## config.mk

```make
export PLATFORM = sky130hd
export DESIGN_NAME = instr_reg_scheduler
export DESIGN_NICKNAME = d
export VERILOG_FILES = /design/src/rtl/instr_register_pkg.sv /design/src/rtl/rr_arbiter2.sv /design/src/rtl/instr_reg_scheduler.sv
export SDC_FILE = /design/constraint.sdc
export NUM_CORES = 1
export LEC_CHECK = 0
export ABC_AREA = 1
export ABC_CLOCK_PERIOD_IN_PS = 1600
export BUFFER_PORTS_ARGS = -buffer_cell sky130_fd_sc_hd__buf_2
export CAP_MARGIN = 10
export CORE_AREA = 4 4 167 169
export CTS_BUF_LIST = sky130_fd_sc_hd__clkbuf_2
export DETAILED_ROUTE_END_ITERATION = 8
export DIE_AREA = 0 0 171 173
export PLACE_DENSITY = 0.62
export SLEW_MARGIN = 40
export SYNTH_ARGS = -nofsm -noshare
export SYNTH_HDL_FRONTEND = slang
export SYNTH_SLANG_ARGS = --single-unit
```

## constraint.sdc

```tcl
create_clock -name clk -period 1.6 [get_ports clk]
set_input_delay 0.08 -clock clk [delete_from_list [all_inputs] [get_ports clk]]
set_output_delay 0.08 -clock clk [all_outputs]
set_load 0.01 [all_outputs]
```

## src/rtl/instr_register_pkg.sv

```systemverilog
// Shared types for the instruction register and the scheduler that fronts it.
package instr_register_pkg;

  typedef enum logic [3:0] {
    ZERO, PASSA, PASSB, ADD, SUB, MULT, DIV, MOD
  } opcode_t;

  typedef logic signed [31:0] operand_t;
  typedef logic signed [63:0] result_t;
  typedef logic [4:0]         address_t;

  typedef struct packed {
    opcode_t  opc;
    operand_t op_a;
    operand_t op_b;
    result_t  result;
  } instruction_t;

  typedef enum logic [1:0] {IDLE, LOAD, READ, RESP} sched_state_t;

  typedef struct packed {
    opcode_t  opc;
    operand_t op_a;
    operand_t op_b;
  } req_t;

  localparam int NUM_REQ    = 2;
  localparam int SLOT_DEPTH = 32;

endpackage

```

## src/rtl/rr_arbiter2.sv

```systemverilog
// Two-way round-robin arbiter: on contention the requester not granted last wins.
module rr_arbiter2
  import instr_register_pkg::*;
(
  input  logic [NUM_REQ-1:0] valid_i,
  input  logic               last_grant_i,
  output logic [NUM_REQ-1:0] grant_o
);

  // last_grant_i = 1 means requester 1 was served last, so requester 0 has priority.
  assign grant_o[0] = valid_i[0] & (~valid_i[1] |  last_grant_i);
  assign grant_o[1] = valid_i[1] & (~valid_i[0] | ~last_grant_i);

endmodule

```

## src/rtl/instr_reg_scheduler.sv

```systemverilog
// Arbitrates two requesters onto one instr_register: load a slot, read it back,
// and hand the stored result to the winner.
module instr_reg_scheduler
  import instr_register_pkg::*;
#(
  parameter int DEPTH = SLOT_DEPTH,
  parameter int PTR_W = $clog2(DEPTH)
) (
  input  logic               clk,
  input  logic               reset,
  input  logic               req0_valid,
  output logic               req0_ready,
  input  opcode_t            req0_opcode,
  input  operand_t           req0_operand_a,
  input  operand_t           req0_operand_b,
  input  logic               req1_valid,
  output logic               req1_ready,
  input  opcode_t            req1_opcode,
  input  operand_t           req1_operand_a,
  input  operand_t           req1_operand_b,
  output logic               rsp_valid,
  input  logic               rsp_ready,
  output logic               rsp_id,
  output logic [PTR_W-1:0]   rsp_slot,
  output result_t            rsp_result,
  output logic               load_en,
  output opcode_t            opcode,
  output operand_t           operand_a,
  output operand_t           operand_b,
  output address_t           write_pointer,
  output address_t           read_pointer,
  input  instruction_t       instruction_word,
  output logic [PTR_W:0]     wr_count
);

  sched_state_t        state_q;
  logic                last_grant_q;
  logic [PTR_W-1:0]    wp_q, wp_d;
  logic [PTR_W:0]      wr_count_q, wr_count_d;
  logic                load_en_q, rsp_valid_q, rsp_id_q;
  logic [PTR_W-1:0]    rsp_slot_q;
  result_t             rsp_result_q;
  opcode_t             opcode_q;
  operand_t            operand_a_q, operand_b_q;
  address_t            write_pointer_q, read_pointer_q;

  logic [NUM_REQ-1:0]  req_valid, grant;
  req_t                req_sel;
  logic                unused_iw;

  assign req_valid = {req1_valid, req0_valid};

  rr_arbiter2 u_arb (
    .valid_i      (req_valid),
    .last_grant_i (last_grant_q),
    .grant_o      (grant)
  );

  always_comb begin
    req_sel = '{opc: req0_opcode, op_a: req0_operand_a, op_b: req0_operand_b};
    if (grant[1]) begin
      req_sel = '{opc: req1_opcode, op_a: req1_operand_a, op_b: req1_operand_b};
    end
  end

  // Slot pointer wraps silently; older contents are simply overwritten.
  assign wp_d       = (wp_q == PTR_W'(DEPTH - 1)) ? '0 : wp_q + PTR_W'(1);
  assign wr_count_d = (wr_count_q == (PTR_W+1)'(DEPTH)) ? wr_count_q
                                                         : wr_count_q + (PTR_W+1)'(1);

  assign req0_ready = (state_q == IDLE) && grant[0];
  assign req1_ready = (state_q == IDLE) && grant[1];

  always_ff @(posedge clk) begin
    if (reset) begin
      state_q         <= IDLE;
      last_grant_q    <= 1'b1;
      wp_q            <= '0;
      wr_count_q      <= '0;
      load_en_q       <= 1'b0;
      rsp_valid_q     <= 1'b0;
      rsp_id_q        <= 1'b0;
      rsp_slot_q      <= '0;
      rsp_result_q    <= '0;
      opcode_q        <= ZERO;
      operand_a_q     <= '0;
      operand_b_q     <= '0;
      write_pointer_q <= '0;
      read_pointer_q  <= '0;
    end else begin
      load_en_q <= 1'b0;
      case (state_q)
        IDLE: begin
          if (|grant) begin
            opcode_q        <= req_sel.opc;
            operand_a_q     <= req_sel.op_a;
            operand_b_q     <= req_sel.op_b;
            write_pointer_q <= address_t'(wp_q);
            last_grant_q    <= grant[1];
            load_en_q       <= 1'b1;
            state_q         <= LOAD;
          end
        end
        // Register writes at the end of LOAD; point the read port at it for READ.
        LOAD: begin
          read_pointer_q <= address_t'(wp_q);
          state_q        <= READ;
        end
        READ: begin
          rsp_result_q <= instruction_word.result;
          rsp_slot_q   <= wp_q;
          rsp_id_q     <= last_grant_q;
          rsp_valid_q  <= 1'b1;
          wp_q         <= wp_d;
          wr_count_q   <= wr_count_d;
          state_q      <= RESP;
        end
        RESP: begin
          if (rsp_ready) begin
            rsp_valid_q <= 1'b0;
            state_q     <= IDLE;
          end
        end
        default: state_q <= IDLE;
      endcase
    end
  end

  assign rsp_valid     = rsp_valid_q;
  assign rsp_id        = rsp_id_q;
  assign rsp_slot      = rsp_slot_q;
  assign rsp_result    = rsp_result_q;
  assign load_en       = load_en_q;
  assign opcode        = opcode_q;
  assign operand_a     = operand_a_q;
  assign operand_b     = operand_b_q;
  assign write_pointer = write_pointer_q;
  assign read_pointer  = read_pointer_q;
  assign wr_count      = wr_count_q;

  // Only the result field is consumed from the stored word.
  assign unused_iw = ^{instruction_word.opc, instruction_word.op_a, instruction_word.op_b};

endmodule

```

==> metrics.md, run 1 <==
| Metric | Value |
|---|---|
| Final wirelength | roughly 28000 µm |
| Buffering stage count on the worst path with inverters included | 2 |
| Total DRC errors in the routed layout | 0 |
| Cell area after synthesis | 0.00683 mm² |
| Critical path endpoint category | output port |
| Seq cells post-synth | 164 |
| Maximum clock path buffer count | 2 |
| Footprint of the flip-flops and latches | roughly 0.0033 mm² |
| Worst-case reg-to-reg path depth | 8 |
| Synthesis warning total | 0 |
| Vias in the first global route | ~8800 |
| Post-CTS clock slew at the launch and capture registers of the worst setup and hold paths | roughly 0.28 ns |
| Syn Area/Cell | 7.01 µm² |
| Die Ht | about 170 µm |
| Period utilisation layout | 105% |
| Maximum number of pins on one net before global-route repair | 69 |
| Async set or reset register ratio after synthesis | 0% |
| Cell at the slowest stage of the critical path | sky130_fd_sc_hd__dfxtp_2 |
| Root Driver | sky130_fd_sc_hd__clkbuf_2 |
| Iteration count of the initial detailed-routing pass | 5 |
| # nets final | between 1500 and 2000 |
| Cell count along the critical path | 5 |
| Top post-synthesis cells by area | sky130_fd_sc_hd__dfxtp_1 48%, sky130_fd_sc_hd__nor2_1 16%, sky130_fd_sc_hd__o21ai_0 11%, sky130_fd_sc_hd__nand2_1 8.6%, sky130_fd_sc_hd__nand3_1 5.7% |
| Share of Yosys cell area claimed by the top area cell type | between 40% and 50% |
| Minimum period implied by the final worst setup slack | 1.68 ns |
| Portion of total power attributed to the clock network | between 10 and 15% |
| HPWL reported at the end of detailed placement | 17000 µm |
| Run status | finished with violations |
| Fraction of power spent switching nets | between 40% and 50% |
| Detail-routed net length per standard cell | 14.8 µm |
| Via Count | 8692 |
| Minimum setup slack among reg-to-reg paths | about 0.17 ns |
| Power share of the combinational group | between 40% and 50% |
| Total Power | approximately 17 mW |
| R2R Path End | operand_b[10] |
| Total setup violations reported at the end of the flow | 2 |
| P_sw | approximately 7.3 mW |
| Largest stage delay, worst path | ~0.39 ns |
| Rows | 60 |
| Remaining antenna violation count | 0 |
| I/O pins | between 400 and 500 |
| Relative max-transition margin | approximately three quarters |
| Worst-margin pin slew | 0.393 ns |
| Max H-tree Level | 4 |
| Die outline area | 0.0296 mm² |
| Critical path, cell by cell | inv_4, ha_4, nand2_4, nor2_4, buf_6 |
| Final worst hold slack | 0.132 ns |
| Maxcap violations | 0 |
| Violations in the final reports | setup timing |
| Leakage power total | 5.94 nW |
| Worst supply voltage drop on vdd | 0.000842 V |
| Most instantiated cells after synthesis | 292 x sky130_fd_sc_hd__nor2_1, 164 x sky130_fd_sc_hd__dfxtp_1, 156 x sky130_fd_sc_hd__nand2_1, 147 x sky130_fd_sc_hd__o21ai_0, 78 x sky130_fd_sc_hd__nand3_1 |
| Wire length of the first global-routing pass | around 44000 µm |
| EDFF count, synth | 0 |
| Final setup skew | about 0.048 ns |
| Distinct cells, synth | 20 |
| Top fanout value on the critical path | 3 |
| Proportion of synthesized chip area in sequential cells | approximately 48% |
| Port Buffer Count | 362 |
| Part of the total power dissipated in sequential elements | 37.6% |
| Overall Global Routing Usage | between 10% and 20% |
| Top Family by Delay on Critical Path | flip-flops |
| Antenna violations before repair | 1 |
| Post-DR vias/cell | approximately 4.6 |
| Number of violations reported at the end of detailed-routing iteration 0 | about 430 |
| CP Data Required Time | about 1.5 ns |
| Cell taking the most area after synthesis | sky130_fd_sc_hd__dfxtp_1 |
| Total congestion overflow | 0 |
| Cts bufs inserted | 17 |
| Final weighted congestion in routability-driven placement | 0.791 |
| Design Area, Final | 0.0117 mm² |
| Worst reg2reg startpoint | state_q[1] |
| Hold Crit Class | in2reg |
| Layout-stage area growth over the synthesis result | 71.7% |
| Number of fillers in the final layout | ~2600 |
| Post-synthesis cell count | just under 1000 |
| Critical path startpoint category | flop |
| PwrDens | ~1500 mW/mm² |
| Endpoint of the worst setup timing path | req0_ready |
| Type of the worst setup path | reg2out |
| Clock latency on the worst-skew pair | around 0.71 ns |
| Area of the multi-input gates | between 0.003 and 0.004 mm² |
| Worst Slack Setup Final | -0.0779 ns |
| Core Footprint | 0.0266 mm² |
| Placed inst area | slightly above 0.009 mm² |
| Count leader, synth | sky130_fd_sc_hd__nor2_1 |
| Number of slew-limit violations in the final report | 0 |
| RSZ-0062 raised after global routing | true |
| Fraction of layout cells with a size suffix above 1 | 28.7% |
| CTS tree | done |
| Count of final hold-check violations | 0 |
| Starting density of the core | 25.7% |
| Arrival @ worst endpoint | 1.60 ns |
| Crit path launch | state_q[1] |
| Number of nets produced by synthesis | about 1300 |
| Die width | around 170 µm |
| Top achievable clock speed | 596 MHz |
| Internal power component | around 10 mW |
| Sinks on Clock Net | 164 |
| Primary FF master, synth | sky130_fd_sc_hd__dfxtp_1 |
[registers in the layout, indices dropped and copies added, names as in the netlist]
signal and count:
operand_a 32, rsp_result 64, write_pointer 5, rsp_id 1
state_q 2, wr_count 6, opcode 4, load_en 1
last_grant_q 1, rsp_valid 1, read_pointer 5, rsp_slot 5
wp_q 5, operand_b 32
[layout by cell type, fill, tap and decap left out, types with 17 or more instances in the layout]
| master | netlist | routed |
|---|---|---|
| sky130_fd_sc_hd__dlygate4sd3_1 | 0 | 227 |
| sky130_fd_sc_hd__buf_2 | 12 | 359 |
| sky130_fd_sc_hd__o21ai_0 | 147 | 147 |
| sky130_fd_sc_hd__buf_4 | 4 | 17 |
| sky130_fd_sc_hd__dfxtp_1 | 164 | 158 |
| sky130_fd_sc_hd__nand2_1 | 156 | 154 |
| sky130_fd_sc_hd__clkbuf_2 | 0 | 18 |
| sky130_fd_sc_hd__nand3_1 | 78 | 77 |
| sky130_fd_sc_hd__nor2_1 | 292 | 291 |
| sky130_fd_sc_hd__a21oi_1 | 19 | 19 |
[power groups by stage]
stage               sequential [mW]  combinational [mW]  clock, mW
floorplan                      7.15                3.57          0
global placement               6.39                7.42          0
detailed placement             6.46                7.48          0
CTS                            6.38                8.16       2.60
global route                   6.62                9.22       2.78
finish                         6.42                8.22       2.44
[worst reg2reg max path, stage by stage, from the launching register on]
cell,delay (ns)
sky130_fd_sc_hd__dfxtp_2,0.39
sky130_fd_sc_hd__inv_4,0.06
sky130_fd_sc_hd__ha_4,0.16
sky130_fd_sc_hd__buf_4,0.12
sky130_fd_sc_hd__nand2_2,0.10
sky130_fd_sc_hd__inv_2,0.12
sky130_fd_sc_hd__buf_6,0.26
sky130_fd_sc_hd__nor2_1,0.08
sky130_fd_sc_hd__nor2_1,0.10
[worst min path at each step]
stage | slack (ns) | cells after the start | start | to
2_1_floorplan | 0.15 | 1 | reset | rsp_slot[2]
3_3_place_gp | 0.30 | 3 | instruction_word[49] | rsp_result[49]
3_5_place_dp | 0.31 | 3 | instruction_word[36] | rsp_result[36]
4_1_cts | 0.0002 | 3 | reset | wr_count[2]
5_1_grt | 0.001 | 4 | instruction_word[53] | rsp_result[53]
6_report | 0.13 | 4 | instruction_word[50] | rsp_result[50]
[through the flow]
stage / TNS, ns / utilization, % / instances / setup slack, ns
finish: -0.147 / 44.1 / 1899 / -0.0779
global route: -0.612 / 44.1 / 1897 / -0.317
CTS: -0.385 / 43.9 / 1893 / -0.193
detailed placement: 0 / 34.1 / 1632 / 0.0427
global placement: 0 / 34.1 / 1632 / 0.139
floorplan: 0 / - / 975 / 0.109
[cells by family (layout without fill, tap and decap cells)]
group / after synthesis / after routing / share of synthesized area [%]
simple gates: 536 / 536 / 31.1
fa+ha+maj: 9 / 9 / 1.65
buf+inv: 92 / 672 / 6.26
flops: 164 / 164 / 48.0
xor+xnor: 2 / 2 / 0.256
other cells: 0 / 3 / 0
compound gates: 172 / 172 / 12.6
[layout make-up]
cell class              count  share of cell area (%)
flip-flops and latches    164                    28.1
clock inverters            14                    1.41
diodes                      3                  0.0640
inverters                  20                   0.704
multi-input cells         719                    27.0
repair buffers            620                    38.3
clock buffers              18                   0.768
well taps                 341                    3.64
[what timing repair did]
item | in CTS | in global routing
hold endpoints to repair | 164 | 3
buffers inserted | 5 | 1
resized for setup | 17 | 9
setup endpoints to repair | 3 | 38
pin swaps | 3 | 0
hold buffers | 224 | 3
[routing by layer]
metal | share of wire, % | wire (µm) | track usage, % | vias to the layer above
met5 | 0 | 0 | 0 | -
met4 | 4.3 | 1210 | 8.65 | 0
met3 | 9.7 | 2730 | 6.47 | 81
met2 | 46 | 12800 | 29.8 | 417
met1 | 40 | 11300 | 20.7 | 3924
li1 | - | - | - | 4270
(Power assumes the default switching activity.)
==> inputs of run 2 (changes only) <==
Settings changed: ABC_CLOCK_PERIOD_IN_PS 1600 to 1900.
Clock period 1.6 ns to 1.9 ns, I/O delays scaled along.
==> run 2 against run 1 <==
  * The flow now finishes without violations
  * Sequential share of layout area about the same
  * Register-to-register slack got worse by 0.10 ns
  * Worst hold slack got worse by 0.016 ns
  * Sequential power shrank 16%
  * Clock skew is 0.0088 ns lower
  * Clock power fell by 16%
  * Combinational power shrank 17%
  * Global-route usage is 0.28 points lower
  * Count of clock-buffer cells in the layout decreased by 1
  * Via count down 0.45%
  * Largest power group unchanged
  * Highest routed layer unchanged
==> metrics.md, run 2 (synthesized netlist as in run 1, its figures left out) <==
| Metric | Value |
|---|---|
| Root Driver | sky130_fd_sc_hd__clkbuf_2 (unchanged) |
| Rows | 60 (unchanged) |
| Maximum clock path buffer count | 2 (unchanged) |
| Hold Crit Class | in2reg (unchanged) |
| Number of fillers in the final layout | 2524 (was 2572) |
| Cts bufs inserted | 17 (unchanged) |
| Critical path endpoint category | flop (was output port) |
| Iteration count of the initial detailed-routing pass | 5 (unchanged) |
| Arrival @ worst endpoint | 2.50 ns (was 1.60 ns) |
| Cell at the slowest stage of the critical path | sky130_fd_sc_hd__dlygate4sd3_1 (was sky130_fd_sc_hd__dfxtp_2) |
| Final setup skew | 0.0396 ns (was 0.0484 ns) |
| Layout-stage area growth over the synthesis result | 71.1% (was 71.7%) |
| Total setup violations reported at the end of the flow | 0 (was 2) |
| Top fanout value on the critical path | 46 (was 3) |
| I/O pins | 431 (unchanged) |
| Via Count | 8653 (was 8692) |
| # nets final | 1824 (unchanged) |
| Period utilisation layout | 96.4% |
| Relative max-transition margin | 73.3% (was 73.8%) |
| Minimum period implied by the final worst setup slack | 1.83 ns |
| HPWL reported at the end of detailed placement | 16900 µm (was 17000 µm) |
| Critical path, cell by cell | nand2_2, buf_6, nand3_1, nand2_1, dlygate4sd3_1, o21ai_0, nor2_1 (was inv_4, ha_4, nand2_4, nor2_4, buf_6) |
| Starting density of the core | 25.7% (unchanged) |
| Core Util, Final | 44.0% (was 44.1%) |
| Post-route non-filler standard cell count | 1897 (was 1899) |
| Count of final hold-check violations | 0 (unchanged) |
| Total Power | 14.3 mW (was 17.1 mW) |
| CP Data Required Time | 2.57 ns (was 1.52 ns) |
| Post-DR vias/cell | 4.56 (was 4.58) |
| Maxcap violations | 0 (unchanged) |
| Critical path startpoint category | flop (unchanged) |
| Overall Global Routing Usage | 17.8% (was 18.1%) |
| Max H-tree Level | 4 (unchanged) |
| Detail-routed net length per standard cell | 14.9 µm (was 14.8 µm) |
| Worst Slack Setup Final | 0.0689 ns (was -0.0779 ns) |
| Worst supply voltage drop on vdd | 0.000620 V (was 0.000842 V) |
| Most common cell after layout, fill and taps aside | sky130_fd_sc_hd__buf_2 (unchanged) |
| Top achievable clock speed | between 500 and 600 MHz |
| Placed inst area | 0.00894 mm² (was 0.00907 mm²) |
| Sinks on Clock Net | 164 (unchanged) |
| Design Area, Final | 0.0117 mm² (about the same) |
| Antenna violations before repair | 2 (was 1) |
| Port Buffer Count | 362 (unchanged) |
| Number of violations reported at the end of detailed-routing iteration 0 | 384 (was 426) |
| PwrDens | 1220 mW/mm² (was 1460 mW/mm²) |
| Final worst hold slack | 0.116 ns (was 0.132 ns) |
| Most frequent cells in the layout | 360 x sky130_fd_sc_hd__buf_2, 291 x sky130_fd_sc_hd__nor2_1, 235 x sky130_fd_sc_hd__dlygate4sd3_1, 161 x sky130_fd_sc_hd__dfxtp_1, 154 x sky130_fd_sc_hd__nand2_1 (was 359 x sky130_fd_sc_hd__buf_2, 291 x sky130_fd_sc_hd__nor2_1, 227 x sky130_fd_sc_hd__dlygate4sd3_1, 158 x sky130_fd_sc_hd__dfxtp_1, 154 x sky130_fd_sc_hd__nand2_1) |
| Vias in the first global route | 8649 (was 8760) |
| Maximum number of pins on one net before global-route repair | 92 (was 69) |
| CTS tree | done (unchanged) |
| Final weighted congestion in routability-driven placement | 0.806 (was 0.791) |
| Run status | complete, no violations (was finished with violations) |
| Largest stage delay, worst path | 0.53 ns (was 0.39 ns) |
| Worst setup slack before clock tree synthesis | 0.318 ns (was 0.0427 ns) |
| Post-CTS clock slew at the launch and capture registers of the worst setup and hold paths | 0.30 ns (was 0.28 ns) |
| Leakage power total | 5.93 nW (was 5.94 nW) |
| Die outline area | 0.0296 mm² (unchanged) |
| Core Footprint | 0.0266 mm² (unchanged) |
| RSZ-0062 raised after global routing | true (unchanged) |
| Type of the worst setup path | reg2reg (was reg2out) |
| Setup total negative slack | 0 ns (was -0.147 ns) |
| Die Ht | 173 µm (unchanged) |
| Total congestion overflow | 0 (unchanged) |
| Wire length of the first global-routing pass | 43200 µm (was 43800 µm) |
| Remaining antenna violation count | 0 (unchanged) |
| Final wirelength | 28200 µm (was 28100 µm) |
| Number of slew-limit violations in the final report | 0 (unchanged) |
| Cells after DPL | 1625 (was 1632) |
| Number of flip-flops under the largest register name | 64 (unchanged) |
| Clock latency on the worst-skew pair | 0.71 ns (about the same) |
| Total DRC errors in the routed layout | 0 (unchanged) |
| Worst-margin pin slew | 0.400 ns (was 0.393 ns) |
| Fraction of layout cells with a size suffix above 1 | 27.9% (was 28.7%) |
| Die width | 171 µm (unchanged) |
==> run 2: cell types whose count changed in the layout (fill, tap and decap cells not counted), moves of 2 or more <==
| cell | previous run | this run |
|---|---|---|
| sky130_fd_sc_hd__buf_6 | 5 | 3 |
| sky130_fd_sc_hd__dfxtp_4 | 2 | 0 |
| sky130_fd_sc_hd__buf_4 | 17 | 14 |
| sky130_fd_sc_hd__inv_4 | 3 | 5 |
| sky130_fd_sc_hd__inv_2 | 4 | 2 |
| sky130_fd_sc_hd__dfxtp_1 | 158 | 161 |
| sky130_fd_sc_hd__buf_12 | 12 | 6 |
| sky130_fd_sc_hd__dlygate4sd3_1 | 227 | 235 |
==> run 2: final timing paths <==
| path | start | to | slack (ns) | depth (start not counted) |
|---|---|---|---|---|
| worst min register to register | rsp_slot[2] | rsp_slot[2] | 0.48 | 2 |
| worst max register to register | last_grant_q | operand_b[17] | 0.07 | 7 |
| worst min-delay path | instruction_word[27] | rsp_result[27] | 0.12 | 4 |
| worst max-delay path | last_grant_q | operand_b[17] | 0.07 | 7 |
==> run 2: report_power, final <==
group / internal [mW] / total, mW / switching (mW)
combinational: 2.74 / 6.80 / 4.05
clock: 0.644 / 2.05 / 1.41
sequential: 4.74 / 5.41 / 0.670
total: 8.13 / 14.3 / 6.13
==> run 2: area by class of cell <==
class	instances	area [µm²]	share of cell area [%]
timing repair buffer	620	4450	38.1
tap	341	427	3.65
sequential	164	3290	28.1
inverter	20	87.6	0.749
clock buffer	17	85.1	0.728
antenna	2	5.00	0.0428
multi-input combinational	719	3180	27.2
clock inverter	14	166	1.42
==> run 2: metal layers <==
layer	vias to the layer above	global-route usage, %	wire length, µm
li1	4268	-	-
met4	0	7.66	999
met2	437	31.3	13300
met5	-	0	0
met1	3886	19.0	11000
met3	62	6.45	2870
==> run 2: worst max-delay path, delay by kind of cell, from the launching register on <==
| family | cells | cell delay, ns |
|---|---|---|
| compound gates | 1 | 0.07 |
| simple gates | 4 | 0.46 |
| flops | 1 | 0.41 |
| buf+inv | 2 | 0.86 |
==> run 2: timing repair <==
action | in CTS | in global routing
hold endpoints to repair | 160 | 3
resized for setup | 9 | 18
buffers inserted | 2 | 1
hold buffers | 232 | 3
gates cloned | 0 | 1
pin swaps | 0 | 2
setup endpoints to repair | 2 | 12
==> inputs of run 3 (changes only) <==
Settings changed: CELL_PAD_IN_SITES_DETAIL_PLACEMENT from default to 1, CELL_PAD_IN_SITES_GLOBAL_PLACEMENT from default to 2, CORE_AREA 4 4 167 169 to default, CORE_MARGIN from default to 4, CORE_UTILIZATION from default to 22, DIE_AREA 0 0 171 173 to default, PLACE_DENSITY 0.62 to 0.92.
==> run 3 against run 2 <==
  * Combinational power increased by 6.9%
  * Flip-flop and latch count unchanged
  * Register-to-register slack improved by 0.02 ns
  * Sequential power about the same
  * Utilization decreased by 4.4 points
  * Routed wire length increased by 19%
  * Worst hold slack improved by 0.012 ns
  * First-iteration DRC count decreased by 35%
  * Worst setup slack improved by 0.020 ns
  * Highest routed layer unchanged
==> metrics.md, run 3 (synthesized netlist as in run 1, its figures left out) <==
| Metric | Value |
|---|---|
| Wire length of the first global-routing pass | 51400 µm (was 43200 µm) |
| Most frequent cells in the layout | 360 x sky130_fd_sc_hd__buf_2, 292 x sky130_fd_sc_hd__nor2_1, 255 x sky130_fd_sc_hd__dlygate4sd3_1, 161 x sky130_fd_sc_hd__dfxtp_1, 153 x sky130_fd_sc_hd__nand2_1 (was 360 x sky130_fd_sc_hd__buf_2, 291 x sky130_fd_sc_hd__nor2_1, 235 x sky130_fd_sc_hd__dlygate4sd3_1, 161 x sky130_fd_sc_hd__dfxtp_1, 154 x sky130_fd_sc_hd__nand2_1) |
| Sinks on Clock Net | 164 (unchanged) |
| CP Data Required Time | 2.56 ns (was 2.57 ns) |
| Overall Global Routing Usage | 18.9% (was 17.8%) |
| Vias in the first global route | 9650 (was 8649) |
| Via Count | 8917 (was 8653) |
| Worst supply voltage drop on vdd | 0.000468 V (was 0.000620 V) |
| Core Footprint | 0.0306 mm² (was 0.0266 mm²) |
| Cell at the slowest stage of the critical path | sky130_fd_sc_hd__dlygate4sd3_1 (unchanged) |
| I/O pins | 431 (unchanged) |
| Critical Path Most Common Cell | sky130_fd_sc_hd__nand2_1 |
| Rows | 64 (was 60) |
| Total Power | 15.2 mW (was 14.3 mW) |
| Number of fillers in the final layout | 3780 (was 2524) |
| Number of violations reported at the end of detailed-routing iteration 0 | 251 (was 384) |
| Antenna violations before repair | 1 (was 2) |
| Fraction of power spent switching nets | 42.6% (was 43.0%) |
| Critical path, cell by cell | nand2_8, nand2_4, clkbuf_16, nand2_1, nand2_1, dlygate4sd3_1, o21ai_0, nor2_1 (was nand2_2, buf_6, nand3_1, nand2_1, dlygate4sd3_1, o21ai_0, nor2_1) |
| Power share of the combinational group | 47.8% (was 47.7%) |
| Arrival @ worst endpoint | 2.47 ns (was 2.50 ns) |
| Core Util, Final | 39.6% (was 44.0%) |
| Critical path endpoint category | flop (unchanged) |
| Relative max-transition margin | 69.6% (was 73.3%) |
| Die width | 184 µm (was 171 µm) |
| Clock latency on the worst-skew pair | 0.76 ns (was 0.71 ns) |
| Layout-stage area growth over the synthesis result | 77.3% (was 71.1%) |
| Remaining antenna violation count | 0 (unchanged) |
| Number of flip-flops under the largest register name | 64 (unchanged) |
| Maxcap violations | 0 (unchanged) |
| Total congestion overflow | 0 (unchanged) |
| Leakage power total | 6.10 nW (was 5.93 nW) |
| Maximum number of pins on one net before global-route repair | 73 (was 92) |
| Run status | complete, no violations (unchanged) |
| Max H-tree Level | 4 (unchanged) |
| Post-CTS clock slew at the launch and capture registers of the worst setup and hold paths | 0.25 ns (was 0.30 ns) |
| Part of the total power dissipated in sequential elements | 35.8% (was 37.9%) |
| Final wirelength | 33500 µm (was 28200 µm) |
| Number of slew-limit violations in the final report | 0 (unchanged) |
| # nets final | 1846 (was 1824) |
| Hold Crit Class | in2reg (unchanged) |
| Iteration count of the initial detailed-routing pass | 4 (was 5) |
| Critical path startpoint category | flop (unchanged) |
| Final weighted congestion in routability-driven placement | 0.768 (was 0.806) |
| Starting density of the core | 22.3% (was 25.7%) |
| Total setup violations reported at the end of the flow | 0 (unchanged) |
| Largest stage delay, worst path | 0.56 ns (was 0.53 ns) |
| Die outline area | 0.0339 mm² (was 0.0296 mm²) |
| HPWL reported at the end of detailed placement | 19000 µm (was 16900 µm) |
| Worst-margin pin slew | 0.455 ns (was 0.400 ns) |
| Maximum clock path buffer count | 2 (unchanged) |
| Total DRC errors in the routed layout | 0 (unchanged) |
| Minimum period implied by the final worst setup slack | 1.81 ns (was 1.83 ns) |
| Setup total negative slack | 0 ns (unchanged) |
| Top fanout value on the critical path | 25 (was 46) |
| Period utilisation layout | 95.3% (was 96.4%) |
| Cts bufs inserted | 17 (unchanged) |
| Die Ht | 184 µm (was 173 µm) |
| Detail-routed net length per standard cell | 17.0 µm (was 14.9 µm) |
| Internal power component | 8.73 mW (was 8.13 mW) |
| Worst setup slack before clock tree synthesis | 0.270 ns (was 0.318 ns) |
| Portion of total power attributed to the clock network | 16.4% (was 14.4%) |
| Buffering stage count on the worst path with inverters included | 2 (unchanged) |
| Most common cell after layout, fill and taps aside | sky130_fd_sc_hd__buf_2 (unchanged) |
| Type of the worst setup path | reg2reg (unchanged) |
| Top achievable clock speed | 552 MHz (was 546 MHz) |
| Top Family by Delay on Critical Path | buffers and inverters (unchanged) |
| Root Driver | sky130_fd_sc_hd__clkbuf_2 (unchanged) |
| PwrDens | 1250 mW/mm² (was 1220 mW/mm²) |
| RSZ-0062 raised after global routing | true (unchanged) |
| CTS tree | done (unchanged) |
| Fraction of layout cells with a size suffix above 1 | 27.6% (was 27.9%) |
| Post-DR vias/cell | 4.52 (was 4.56) |
| P_sw | 6.47 mW (was 6.13 mW) |
| Worst Slack Setup Final | 0.0888 ns (was 0.0689 ns) |
| Count of final hold-check violations | 0 (unchanged) |
| Final setup skew | 0.0466 ns (was 0.0396 ns) |
| Port Buffer Count | 362 (unchanged) |
## run 3: changes by cell type in the layout (fill, tap and decap cells not counted), moves of 3 or more
| cell | previous run | this run |
|---|---|---|
| sky130_fd_sc_hd__dlygate4sd3_1 | 235 | 255 |
| sky130_fd_sc_hd__o21ai_0 | 147 | 139 |
| sky130_fd_sc_hd__o21ai_1 | 5 | 12 |
| sky130_fd_sc_hd__buf_12 | 6 | 11 |
| sky130_fd_sc_hd__buf_4 | 14 | 11 |
| sky130_fd_sc_hd__buf_6 | 3 | 0 |
| sky130_fd_sc_hd__bufinv_16 | 2 | 5 |
| sky130_fd_sc_hd__inv_4 | 5 | 2 |
## run 3: metal layers
layer | vias up | share of wire (%) | GRT usage [%]
li1 | 4303 | - | -
met1 | 4228 | 40 | 20.8
met2 | 332 | 49 | 33.4
met3 | 54 | 8.3 | 6.30
met4 | 0 | 3.4 | 7.57
met5 | - | 0 | 0
## run 3: worst register-to-register path, cell delays in order (launching register included)
cell and delay, ns:
sky130_fd_sc_hd__dfxtp_4 0.42, sky130_fd_sc_hd__nand2_8 0.09, sky130_fd_sc_hd__nand2_4 0.10, sky130_fd_sc_hd__clkbuf_16 0.22
sky130_fd_sc_hd__nand2_1 0.08, sky130_fd_sc_hd__nand2_1 0.05, sky130_fd_sc_hd__dlygate4sd3_1 0.56, sky130_fd_sc_hd__o21ai_0 0.18
sky130_fd_sc_hd__nor2_1 0.06
## run 3: final timing paths
path	to	slack, ns	startpoint	depth (start not counted)
min	rsp_result[56]	0.13	instruction_word[56]	4
max	operand_a[12]	0.09	last_grant_q	8
max reg2reg	operand_a[12]	0.09	last_grant_q	8
min reg2reg	rsp_slot[2]	0.49	rsp_slot[2]	2
## run 3: layout make-up
type                    count  area (µm²)  share of cell area (%)
well taps                 396         495                    4.09
diodes                      1        2.50                  0.0207
clock inverters            15         238                    1.96
repair buffers            642        4760                    39.3
inverters                  20        80.1                   0.661
flip-flops and latches    164        3290                    27.1
multi-input cells         719        3170                    26.1
clock buffers              17        85.1                   0.702
## run 3: power groups by stage
stage               combinational, mW  sequential (mW)  clock [mW]
detailed placement               6.34             5.46           0
floorplan                        3.01             6.02           0
finish                           7.27             5.44        2.49
global placement                 6.23             5.37           0
global route                     8.05             5.60        2.76
CTS                              7.10             5.38        2.62
## run 3: what timing repair did
action	in CTS	in global routing
gates resized for setup	14	20
hold buffers	255	1
setup buffers	6	2
pin swaps	2	2
endpoints found under the setup margin	2	46
gates cloned	1	1
endpoints found under the hold margin	147	1
## run 3: stage by stage
step	std cells	area (µm²)	hold WS (ns)
2_1_floorplan	975	6830	0.164
3_3_place_gp	1676	9030	0.316
3_5_place_dp	1676	9030	0.324
4_1_cts	1970	12000	0.00158
5_1_grt	1974	12100	0.0157
6_report	1974	12100	0.128
